**src/rtl/imuldiv_div_arbiter.sv**
```systemverilog
// Round-robin arbiter sharing one iterative divider between two requesters.
// Optional IMULDIV_DIV_ARB_DBZ_FAST_EN answers divide-by-zero locally without the divider.
module imuldiv_div_arbiter #(
    parameter int XLEN = 32
) (
    input  logic              clk,
    input  logic              reset_n,
    input  logic              req0_val,
    output logic              req0_rdy,
    input  logic              req0_msg_fn,
    input  logic [XLEN-1:0]   req0_msg_a,
    input  logic [XLEN-1:0]   req0_msg_b,
    input  logic              req1_val,
    output logic              req1_rdy,
    input  logic              req1_msg_fn,
    input  logic [XLEN-1:0]   req1_msg_a,
    input  logic [XLEN-1:0]   req1_msg_b,
    output logic              resp0_val,
    input  logic              resp0_rdy,
    output logic [2*XLEN-1:0] resp0_msg_result,
    output logic              resp1_val,
    input  logic              resp1_rdy,
    output logic [2*XLEN-1:0] resp1_msg_result,
    output logic              divreq_val,
    input  logic              divreq_rdy,
    output logic              divreq_msg_fn,
    output logic [XLEN-1:0]   divreq_msg_a,
    output logic [XLEN-1:0]   divreq_msg_b,
    input  logic              divresp_val,
    output logic              divresp_rdy,
    input  logic [2*XLEN-1:0] divresp_msg_result,
    output logic              busy
);

    typedef enum logic [1:0] {
        IDLE  = 2'd0,
        ISSUE = 2'd1,
        WAIT  = 2'd2,
        RESP  = 2'd3
    } state_t;

    state_t            state_r;
    state_t            state_next_s;
    logic              prio_r;
    logic              prio_next_s;
    logic              owner_r;
    logic              owner_next_s;
    logic              grant_next_s;
    logic              fn_r;
    logic [XLEN-1:0]   a_r;
    logic [XLEN-1:0]   b_r;
    logic [2*XLEN-1:0] result_r;
    logic              fire0_s;
    logic              fire1_s;
    logic              fire_s;
    logic              sel_fn_s;
    logic [XLEN-1:0]   sel_a_s;
    logic [XLEN-1:0]   sel_b_s;
    logic              dbz_s;
    logic              resp_rdy_s;

    // rdy outputs are registers, so a fire only depends on the val seen at the edge
    assign fire0_s  = req0_rdy & req0_val;
    assign fire1_s  = req1_rdy & req1_val;
    assign fire_s   = fire0_s | fire1_s;
    assign sel_fn_s = fire1_s ? req1_msg_fn : req0_msg_fn;
    assign sel_a_s  = fire1_s ? req1_msg_a  : req0_msg_a;
    assign sel_b_s  = fire1_s ? req1_msg_b  : req0_msg_b;
    assign resp_rdy_s = owner_r ? resp1_rdy : resp0_rdy;

`ifdef IMULDIV_DIV_ARB_DBZ_FAST_EN
    assign dbz_s = fire_s && (sel_b_s == {XLEN{1'b0}});
`else
    assign dbz_s = 1'b0;
`endif

    assign divreq_msg_fn    = fn_r;
    assign divreq_msg_a     = a_r;
    assign divreq_msg_b     = b_r;
    assign resp0_msg_result = result_r;
    assign resp1_msg_result = result_r;

    // State register
    always_ff @(posedge clk or negedge reset_n) begin
        if (!reset_n) begin
            state_r <= IDLE;
        end else begin
            state_r <= state_next_s;
        end
    end

    // Next-state, priority and owner decode
    always_comb begin
        state_next_s = state_r;
        prio_next_s  = prio_r;
        owner_next_s = owner_r;
        case (state_r)
            IDLE: begin
                if (fire_s) begin
                    state_next_s = dbz_s ? RESP : ISSUE;
                    owner_next_s = fire1_s;
                end else begin
                    state_next_s = IDLE;
                end
            end
            ISSUE: begin
                if (divreq_rdy) begin
                    state_next_s = WAIT;
                end else begin
                    state_next_s = ISSUE;
                end
            end
            WAIT: begin
                if (divresp_val) begin
                    state_next_s = RESP;
                end else begin
                    state_next_s = WAIT;
                end
            end
            RESP: begin
                if (resp_rdy_s) begin
                    state_next_s = IDLE;
                    prio_next_s  = ~owner_r;
                end else begin
                    state_next_s = RESP;
                end
            end
            default: begin
                state_next_s = IDLE;
            end
        endcase
    end

    // Grant for the next IDLE cycle, using the priority that will be in force then
    always_comb begin
        grant_next_s = prio_next_s;
        if (req0_val && !req1_val) begin
            grant_next_s = 1'b0;
        end else if (req1_val && !req0_val) begin
            grant_next_s = 1'b1;
        end else begin
            grant_next_s = prio_next_s;
        end
    end

    // Moore outputs registered from the next state
    always_ff @(posedge clk or negedge reset_n) begin
        if (!reset_n) begin
            req0_rdy    <= 1'b0;
            req1_rdy    <= 1'b0;
            divreq_val  <= 1'b0;
            divresp_rdy <= 1'b0;
            resp0_val   <= 1'b0;
            resp1_val   <= 1'b0;
            busy        <= 1'b0;
        end else begin
            req0_rdy    <= (state_next_s == IDLE) && !grant_next_s;
            req1_rdy    <= (state_next_s == IDLE) && grant_next_s;
            divreq_val  <= (state_next_s == ISSUE);
            divresp_rdy <= (state_next_s == WAIT);
            resp0_val   <= (state_next_s == RESP) && !owner_next_s;
            resp1_val   <= (state_next_s == RESP) && owner_next_s;
            busy        <= (state_next_s != IDLE);
        end
    end

    // Latched request, owner, priority and result
    always_ff @(posedge clk or negedge reset_n) begin
        if (!reset_n) begin
            prio_r   <= 1'b0;
            owner_r  <= 1'b0;
            fn_r     <= 1'b0;
            a_r      <= {XLEN{1'b0}};
            b_r      <= {XLEN{1'b0}};
            result_r <= {(2*XLEN){1'b0}};
        end else begin
            prio_r  <= prio_next_s;
            owner_r <= owner_next_s;
            if (fire_s) begin
                fn_r <= sel_fn_s;
                a_r  <= sel_a_s;
                b_r  <= sel_b_s;
            end
            if (dbz_s) begin
                result_r <= {sel_a_s, {XLEN{1'b1}}};
            end else if ((state_r == WAIT) && divresp_val) begin
                result_r <= divresp_msg_result;
            end
        end
    end

endmodule
```
**config.mk**
```make
export PLATFORM = sky130hd
export DESIGN_NAME = imuldiv_div_arbiter
export DESIGN_NICKNAME = d
export VERILOG_FILES = /design/src/rtl/imuldiv_div_arbiter.sv
export SDC_FILE = /design/constraint.sdc
export NUM_CORES = 1
export LEC_CHECK = 0
export CORE_AREA = 2 2 156 158
export DETAILED_ROUTE_END_ITERATION = 8
export DIE_AREA = 0 0 158 160
export PLACE_DENSITY = 0.67
export SLEW_MARGIN = 20
export SYNTH_ARGS = -nofsm -noshare
export SYNTH_HDL_FRONTEND = slang
export SYNTH_SLANG_ARGS = --single-unit
export TNS_END_PERCENT = 5
```
**constraint.sdc**
```tcl
create_clock -name clk -period 1.6 [get_ports clk]
set_input_delay 0.4 -clock clk [delete_from_list [all_inputs] [get_ports clk]]
set_output_delay 0.4 -clock clk [all_outputs]
set_load 0.02 [all_outputs]
```
==> results.txt, run 1 <==
Clock Root Buffer: clkbuf_16
clk slew on worst S/H paths: 0.07 ns
H-Tree Depth: 4
final HPWL from detailed placement: 16800 um
Synth Area in Simple Gates: 0.0499
Tmin final: 1.57 ns
Post-route DRC: 0
1st-iter DRT viols: 146
Layout Cells excl Fill: 1241
post-synth top area share: 0.548
sum of buffers and inverters on the critical path: 1
1st-pass router iterations: 4
clk_lat worst skew: 0.42 ns
vias per cell: 4.22
Synth cell types: 31
CTS Buf Count: 17
Static Leak: 5.36 nW
cell area after layout: 11000 um2
Setup Skew: 0.0183 ns
synthesized flop and latch total: 140
startpoint class of the critical path: flip-flop
largest family of logic cells by synthesized area: multiplexers
Adder-Cell Fraction of Synth Area: 0
post-synthesis share of cell area spent on xor and xnor gates: 0
outcome: finished clean
post-synthesis compound-gate area fraction: 0.0714
CTS tree: done
All-Layer GR Usage: 0.165
remaining antenna violation count: 0
YS warnings: 0
Worst VDD drop: 0.682 mV
initial antenna violation count: 0
Reg2Reg Setup Slack: 0.15 ns
gp weighted congestion: 0.789
Cells after Synth: 526
IO Pins: 402
Chip Width: 158 um
worst hold path depth: 2
utilization after layout: 0.460
Initial Utilization: 0.269
Top delay family on crit path: flip-flops
most common cell after layout, fill and taps aside: clkdlybuf4s50_1
placed cells: 1208
Max Root-Sink Buffers: 2
min-delay worst type: flip-flop to flip-flop
final setup violation count: 0
R2R depth: 4
post-synthesis area per instance: 12.2 um2
first-pass GRT wire length: 31300 um
WL final: 21100 um
Die H: 160 um
max incr delay on CP: 0.41 ns
most frequent cells in the layout: 200 x clkdlybuf4s50_1, 140 x dfrtp_1, 128 x dlygate4sd2_1, 67 x mux2i_1, 66 x nand2_1
fmax: 0.639 GHz
Hold Path Origin: divreq_msg_b[14]$_DFFE_PN0P_
# rows: 57
Filler Cell Count: 2348
Worst Hold Path EP: divreq_msg_b[14]$_DFFE_PN0P_
Final Hold Fails: 0
RSZ-0062 raised after global routing: true
remaining global-route overflow: 0
Least-Margin Pin Slew: 0.400 ns
pre-CTS setup slack: -0.254 ns
Power Density: 1960 nW/um2
antenna cells: 0
Slew Limit Fails: 0
syn nets: 728
Final Cycle Share: 0.978
post-synth top area cell: dfrtp_1
cell at the slowest stage of the critical path: dfrtp_1
DR vias: 5239
multi-input logic area: 2170 um2
CP max FO: 3
share of cells above drive strength 1: 0.206
Setup crit end kind: primary output
post-synthesis sequential area ratio: 0.548
CTS sink cnt: 140
worst reg2reg path startpoint: state_r[0]$_DFF_PN0_
P&R area growth vs syn: 71.2%
WP depth: 1
post-synthesis cell area: 6400 um2
drt wl/cell: 17.0 um
Worst Path Required: 1.20 ns
maximum number of pins on one net before global-route repair: 37
max-cap violations: 0
mux cell area share after synthesis: 0.218
die area: 25300 um2
Layout Nets: 1106
kind of critical path: flip-flop to primary output
vias in the first global route: 5417
top cells by area, synth: dfrtp_1 55%, mux2_2 11%, mux2i_1 10%, buf_4 8.2%, o21ai_0 4.9%
reg-to-reg endpoint: resp0_msg_result[46]$_DFFE_PN0P_
CP cell instances: clkdlybuf4s15_1
Setup WS post-layout: 0.0348 ns
sequential cell area: 3500 um2
Slew Limit Headroom: 0.733
placed cell area: 10700 um2
CORE AREA: 23800 um2
Worst EP arrival: 1.17 ns
Port Buffer Count: 401
-- timing repair --
action                     in CTS  in global routing
gates cloned                    0                  0
gates resized for setup       242                 62
setup endpoints to repair     199                 57
hold endpoints to repair       31                  0
setup buffers                   0                  0
hold buffers                    1                  0
-- layer usage --
layer	vias up	track usage	wire [um]
met1	2472	0.200	8620
met5	-	0	0
met3	17	0.0559	1920
li1	2494	-	-
met2	256	0.277	10300
met4	0	0.0487	330
-- synthesized netlist by cell type --
| cell type | number |
|---|---|
| a21oi_1 | 4 |
| a221o_1 | 1 |
| a22o_1 | 1 |
| a22o_2 | 1 |
| a22oi_2 | 1 |
| a2bb2oi_2 | 1 |
| a31o_2 | 1 |
| a31o_4 | 1 |
| a41o_2 | 1 |
| and3b_1 | 1 |
| buf_2 | 7 |
| buf_4 | 70 |
| buf_6 | 12 |
| clkbuf_1 | 5 |
| dfrtp_1 | 140 |
| inv_1 | 3 |
| mux2_2 | 64 |
| mux2i_1 | 67 |
| nand2_1 | 66 |
| nand2_2 | 1 |
| nand3_1 | 2 |
| nand3b_1 | 1 |
| nand4_1 | 1 |
| nor2_1 | 4 |
| nor3_1 | 2 |
| o21a_1 | 1 |
| o21ai_0 | 62 |
| o21ai_1 | 2 |
| o21bai_1 | 1 |
| o31ai_1 | 1 |
| or2b_1 | 1 |
-- cell type report --
| cell class | count | share of cell area |
|---|---|---|
| clock buffers | 17 | 0.0388 |
| clock inverters | 15 | 0.0117 |
| inverters | 3 | 0.00103 |
| multi-input cells | 289 | 0.198 |
| flip-flops and latches | 140 | 0.320 |
| well taps | 324 | 0.0370 |
| repair buffers | 453 | 0.393 |
-- state kept, by name, indices dropped and copies added (netlist names), 2 cells and up --
signal            cells
divreq_msg_a         32
resp0_msg_result     64
state_r               2
divreq_msg_b         32
-- metrics by stage --
stage               setup TNS [ns]  total power, mW  hold WS (ns)
floorplan                        0             13.5         0.104
CTS                        -0.0330             21.8         0.470
finish                           0             21.5         0.473
detailed placement          -22.85             19.6         0.343
global placement            -19.26             19.5         0.345
global route               -0.0581             22.7         0.488
-- report_power, final --
group	switching, mW	internal, mW	total (mW)
Sequential	1.28	5.29	6.57
Clock	1.72	2.04	3.77
Combinational	6.22	4.90	11.1
Total	9.23	12.2	21.5
-- logic make-up after synthesis --
family	count (synthesis)
AO/OA/AOI/OAI	79
buffers and inverters	97
flip-flops	140
multiplexers	131
AND/OR/NAND/NOR	79
-- worst max path at each step --
| stage | startpoint | end | slack, ns |
|---|---|---|---|
| 4_1_cts | resp0_msg_result[38]$_DFFE_PN0P_ | resp1_msg_result[38] | -0.02 |
| 5_1_grt | resp0_msg_result[58]$_DFFE_PN0P_ | resp0_msg_result[58] | -0.03 |
| 3_5_place_dp | req1_val | divreq_msg_b[11]$_DFFE_PN0P_ | -0.25 |
| 6_report | resp0_msg_result[25]$_DFFE_PN0P_ | resp1_msg_result[25] | 0.03 |
| 3_3_place_gp | req1_val | divreq_msg_b[11]$_DFFE_PN0P_ | -0.24 |
| 2_1_floorplan | state_r[0]$_DFF_PN0_ | req1_rdy$_DFF_PN0_ | 0.27 |
(Power assumes the default switching activity.)
==> run 2, diff against run 1 <==
--- a/config.mk
+++ b/config.mk
@@ -8,2 +8,3 @@
 export CORE_AREA = 2 2 156 158
+export CTS_CLUSTER_DIAMETER = 50
 export DETAILED_ROUTE_END_ITERATION = 8
--- a/constraint.sdc
+++ b/constraint.sdc
@@ -3,2 +3,2 @@
 set_output_delay 0.4 -clock clk [all_outputs]
-set_load 0.02 [all_outputs]
+set_load 0.05 [all_outputs]
==> results.txt, run 2 (synthesis results as in run 1) <==
sequential cell area: 3500 um2 (unchanged)
CP endpoint: resp0_msg_result[34] (was resp1_msg_result[25])
outcome: finished clean (unchanged)
final setup violation count: 0 (unchanged)
IO Pins: 402 (unchanged)
CORE AREA: 23800 um2 (unchanged)
final HPWL from detailed placement: 18000 um (was 16800 um)
R2R depth: 4 (unchanged)
antenna cells: 0 (unchanged)
Reg2Reg Setup Slack: 0.15 ns (about the same)
Slew Limit Fails: 0 (unchanged)
RSZ-0062 raised after global routing: false (was true)
Port Buffer Count: 401 (unchanged)
fmax: 0.659 GHz (was 0.639 GHz)
Initial Utilization: 0.269 (unchanged)
Internal Pwr Total: 19.3 mW (was 12.2 mW)
Die H: 160 um (unchanged)
maximum number of pins on one net before global-route repair: 42 (was 37)
cell at the slowest stage of the critical path: dfrtp_1 (unchanged)
Least-Margin Pin Slew: 0.307 ns (was 0.400 ns)
Chip Width: 158 um (unchanged)
switching share of power: 0.461 (was 0.430)
cell area after layout: 13200 um2 (was 11000 um2)
Max Root-Sink Buffers: 2 (unchanged)
Layout Nets: 1093 (was 1106)
Top delay family on crit path: flip-flops (unchanged)
Worst EP arrival: 1.12 ns (was 1.17 ns)
vias per cell: 4.23 (was 4.22)
Clock Root Buffer: clkbuf_16 (unchanged)
remaining global-route overflow: 0 (unchanged)
WP depth: 1 (unchanged)
max FFs per register: 64 (unchanged)
most frequent cells in the layout: 212 x buf_12, 200 x clkdlybuf4s50_1, 140 x dfrtp_1, 67 x mux2i_1, 66 x nand2_1 (was 200 x clkdlybuf4s50_1, 140 x dfrtp_1, 128 x dlygate4sd2_1, 67 x mux2i_1, 66 x nand2_1)
combinational share of power: 0.662 (was 0.519)
Worst VDD drop: 1.16 mV (was 0.682 mV)
placed cell area: 12500 um2 (was 10700 um2)
1st-pass router iterations: 4 (unchanged)
Worst Path Required: 1.20 ns (about the same)
placed cells: 1195 (was 1208)
Setup crit end kind: primary output (unchanged)
metal1 wirelength: 8230 um (was 8620 um)
H-Tree Depth: 4 (unchanged)
# hold bufs at CTS: 1 (unchanged)
gp weighted congestion: 0.801 (was 0.789)
initial antenna violation count: 1 (was 0)
min-delay worst type: input port to async pin (was flip-flop to flip-flop)
Final Hold Fails: 0 (unchanged)
All-Layer GR Usage: 0.175 (was 0.165)
Filler Cell Count: 2001 (was 2348)
# rows: 57 (unchanged)
Static Leak: 6.09 nW (was 5.36 nW)
CTS sink cnt: 140 (unchanged)
Final Cycle Share: 0.948 (was 0.978)
clock share of power: 0.114 (was 0.175)
Slew Limit Headroom: 0.795 (was 0.733)
switching power: 16.5 mW (was 9.23 mW)
remaining antenna violation count: 0 (unchanged)
sum of buffers and inverters on the critical path: 1 (unchanged)
max-cap violations: 0 (unchanged)
Setup Skew: 0.0124 ns (was 0.0183 ns)
clk_lat worst skew: 0.42 ns (about the same)
die area: 25300 um2 (unchanged)
WL final: 22300 um (was 21100 um)
max incr delay on CP: 0.51 ns (was 0.41 ns)
1st-iter DRT viols: 149 (was 146)
CP cell instances: buf_12 (was clkdlybuf4s15_1)
Reg power frac: 0.224 (was 0.306)
DR vias: 5195 (was 5239)
vias in the first global route: 5517 (was 5417)
first-pass GRT wire length: 32900 um (was 31300 um)
clk slew on worst S/H paths: 0.07 ns (about the same)
multi-input logic area: 2170 um2 (unchanged)
WL met2: 11800 um (was 10300 um)
Power Density: 2720 nW/um2 (was 1960 nW/um2)
DR top layer: met4 (unchanged)
startpoint class of the critical path: flip-flop (unchanged)
P&R area growth vs syn: 106% (was 71.2%)
Post-CTS Setup Bufs: 0 (unchanged)
CTS tree: done (unchanged)
most common cell after layout, fill and taps aside: buf_12 (was clkdlybuf4s50_1)
Post-route DRC: 0 (unchanged)
Tmin final: 1.52 ns (was 1.57 ns)
metal3 WL: 1970 um (was 1920 um)
worst reg2reg path startpoint: state_r[1]$_DFF_PN0_ (was state_r[0]$_DFF_PN0_)
CP max FO: 3 (unchanged)
CP startpoint: resp0_msg_result[34]$_DFFE_PN0P_ (was resp0_msg_result[25]$_DFFE_PN0P_)
setup_tns: 0 ns (unchanged)
share of cells above drive strength 1: 0.378 (was 0.206)
# resized after CTS: 0 (was 242)
kind of critical path: flip-flop to primary output (unchanged)
drt wl/cell: 18.2 um (was 17.0 um)
reg-to-reg endpoint: resp0_msg_result[39]$_DFFE_PN0P_ (was resp0_msg_result[46]$_DFFE_PN0P_)
CTS Buf Count: 17 (unchanged)
Layout Cells excl Fill: 1228 (was 1241)
-- run 2: power by group through the flow --
stage                     logic, mW  clock network [mW]  registers [mW]
after global placement         23.7                   0            8.02
after floorplan                7.09                   0            12.2
after CTS                      24.0                4.21            8.05
after global routing           24.5                4.37            8.25
after detailed placement       23.9                   0            8.08
final                          23.7                4.09            8.01
-- run 2: cell type report --
| cell class | instances | area share |
|---|---|---|
| Clock buffer | 19 | 0.0344 |
| Clock inverter | 13 | 0.0117 |
| Inverter | 3 | 0.000856 |
| Multi-Input combinational cell | 289 | 0.165 |
| Sequential cell | 140 | 0.266 |
| Tap cell | 324 | 0.0308 |
| Timing Repair Buffer | 440 | 0.491 |
-- run 2: worst min path at each step --
stage                       start  slack [ns]                          endpoint
after floorplan           reset_n        0.10                    busy$_DFF_PN0_
after global placement    reset_n        0.30  resp0_msg_result[59]$_DFFE_PN0P_
after detailed placement  reset_n        0.30  resp0_msg_result[12]$_DFFE_PN0P_
after CTS                 reset_n        0.42  resp0_msg_result[54]$_DFFE_PN0P_
after global routing      reset_n        0.45  resp0_msg_result[54]$_DFFE_PN0P_
final                     reset_n        0.44  resp0_msg_result[54]$_DFFE_PN0P_
-- run 2: metrics by stage --
step           setup WS, ns  hold slack, ns  power (mW)   util
6_report             0.0833           0.444        35.8  0.553
3_5_place_dp         -0.238           0.303        32.0  0.527
3_3_place_gp         -0.190           0.301        31.8  0.527
5_1_grt              0.0228           0.446        37.1  0.553
2_1_floorplan        0.0473           0.104        19.3      -
4_1_cts              0.0465           0.425        36.2  0.553
-- run 2: routing by layer --
layer	vias to the layer above	global-route usage
met5	-	0
met4	0	0.0549
met3	22	0.0605
met2	260	0.317
met1	2450	0.191
li1	2463	-
==> run 3, diff against run 2 <==
Settings changed: MAX_ROUTING_LAYER set to met4.
==> results.txt, run 3 (synthesis results as in run 1) <==
sum of buffers and inverters on the critical path: 1 (unchanged)
Final Hold Fails: 0 (unchanged)
CORE AREA: 23800 um2 (unchanged)
clock share of power: 0.114 (about the same)
Internal Pwr Total: 19.3 mW (about the same)
kind of critical path: flip-flop to primary output (unchanged)
initial antenna violation count: 1 (unchanged)
Worst VDD drop: 1.16 mV (about the same)
Chip Width: 158 um (unchanged)
remaining global-route overflow: 0 (unchanged)
remaining antenna violation count: 0 (unchanged)
final HPWL from detailed placement: 18000 um (unchanged)
Clock Root Buffer: clkbuf_16 (unchanged)
Max Root-Sink Buffers: 2 (unchanged)
startpoint class of the critical path: flip-flop (unchanged)
Least-Margin Pin Slew: 0.307 ns (about the same)
worst reg2reg path startpoint: state_r[1]$_DFF_PN0_ (unchanged)
Final Cycle Share: 0.946 (was 0.948)
drt wl/cell: 18.1 um (was 18.2 um)
All-Layer GR Usage: 0.180 (was 0.175)
Setup crit end kind: primary output (unchanged)
final setup violation count: 0 (unchanged)
WL final: 22300 um (about the same)
most common cell after layout, fill and taps aside: buf_12 (unchanged)
utilization after layout: 0.553 (about the same)
most frequent cells in the layout: 212 x buf_12, 200 x clkdlybuf4s50_1, 140 x dfrtp_1, 67 x mux2i_1, 66 x nand2_1 (unchanged)
Initial Utilization: 0.269 (unchanged)
CTS tree: done (unchanged)
clk slew on worst S/H paths: 0.07 ns (about the same)
IO Pins: 402 (unchanged)
DR vias: 5200 (was 5195)
Tmin final: 1.51 ns (was 1.52 ns)
Setup Skew: 0.0119 ns (was 0.0124 ns)
1st-iter DRT viols: 145 (was 149)
fmax: 0.661 GHz (was 0.659 GHz)
Power Density: 2720 nW/um2 (about the same)
Slew Limit Fails: 0 (unchanged)
outcome: finished clean (unchanged)
vias in the first global route: 5558 (was 5517)
vias per cell: 4.23 (about the same)
clk_lat worst skew: 0.42 ns (about the same)
H-Tree Depth: 4 (unchanged)
1st-pass router iterations: 4 (unchanged)
max incr delay on CP: 0.51 ns (about the same)
first-pass GRT wire length: 32700 um (was 32900 um)
Die H: 160 um (unchanged)
Static Leak: 6.09 nW (unchanged)
Top delay family on crit path: flip-flops (unchanged)
Worst EP arrival: 1.11 ns (was 1.12 ns)
P&R area growth vs syn: 106% (about the same)
max-cap violations: 0 (unchanged)
Worst Path Required: 1.20 ns (about the same)
CP max FO: 3 (unchanged)
cell at the slowest stage of the critical path: dfrtp_1 (unchanged)
CTS Buf Count: 17 (unchanged)
switching power: 16.5 mW (about the same)
Slew Limit Headroom: 0.795 (about the same)
Port Buffer Count: 401 (unchanged)
min-delay worst type: input port to async pin (unchanged)
Reg power frac: 0.223 (was 0.224)
# rows: 57 (unchanged)
Filler Cell Count: 2000 (was 2001)
CP startpoint: resp0_msg_result[34]$_DFFE_PN0P_ (unchanged)
RSZ-0062 raised after global routing: false (unchanged)
die area: 25300 um2 (unchanged)
max FFs per register: 64 (unchanged)
Post-route DRC: 0 (unchanged)
maximum number of pins on one net before global-route repair: 42 (unchanged)
total power: 35.8 mW (about the same)
CTS sink cnt: 140 (unchanged)
switching share of power: 0.461 (about the same)
gp weighted congestion: 0.813 (was 0.801)
CP cell instances: buf_12 (unchanged)
combinational share of power: 0.662 (about the same)
share of cells above drive strength 1: 0.378 (unchanged)
Layout Nets: 1093 (unchanged)
[run 3: final cells by class]
class	instances	area (um2)	area share
antenna	1	2.50	0.000190
multi-input combinational	289	2170	0.165
sequential	140	3500	0.266
clock inverter	13	154	0.0117
inverter	3	11.3	0.000855
clock buffer	19	453	0.0344
tap	324	405	0.0308
timing repair buffer	440	6460	0.491
[run 3: per-layer routing]
metal,vias to the layer above,share of wire,track usage
met1,2444,0.38,0.196
met5,-,0,-
met3,25,0.080,0.0513
met2,260,0.52,0.317
met4,0,0.018,0.0549
li1,2471,-,-
[run 3: path summary, 6_finish.rpt]
path / end / slack, ns / depth (start not counted)
worst min register to register: divreq_msg_a[3]$_DFFE_PN0P_ / 0.54 / 2
worst min-delay path: resp0_msg_result[54]$_DFFE_PN0P_ / 0.45 / 2
worst max-delay path: resp0_msg_result[34] / 0.09 / 1
max in group asynchronous: resp0_msg_result[21]$_DFFE_PN0P_ / 0.61 / 3
worst max register to register: resp0_msg_result[42]$_DFFE_PN0P_ / 0.15 / 4
min in group clk: divreq_msg_a[3]$_DFFE_PN0P_ / 0.54 / 2
[run 3: what timing repair did]
| action | CTS | global route |
|---|---|---|
| buffers inserted | 0 | 0 |
| hold buffers | 1 | 0 |
| resized for setup | 0 | 0 |
| endpoints found under the hold margin | 23 | 0 |
[run 3: through the flow]
| stage | hold slack, ns | TNS [ns] | setup slack (ns) | cells | cell area [um2] |
|---|---|---|---|---|---|
| after floorplan | 0.104 | 0 | 0.0473 | 526 | 6400 |
| after global placement | 0.301 | -18.22 | -0.190 | 1195 | 12500 |
| after detailed placement | 0.303 | -21.51 | -0.238 | 1195 | 12500 |
| after CTS | 0.425 | 0 | 0.0465 | 1228 | 13200 |
| after global routing | 0.448 | 0 | 0.0245 | 1229 | 13200 |
| final | 0.449 | 0 | 0.0862 | 1229 | 13200 |
[run 3: power by group through the flow]
| stage | registers, mW | logic, mW | clock network (mW) |
|---|---|---|---|
| after floorplan | 12.2 | 7.09 | 0 |
| after global placement | 8.02 | 23.7 | 0 |
| after detailed placement | 8.08 | 23.9 | 0 |
| after CTS | 8.05 | 24.0 | 4.21 |
| after global routing | 8.25 | 24.5 | 4.37 |
| final | 8.00 | 23.7 | 4.09 |
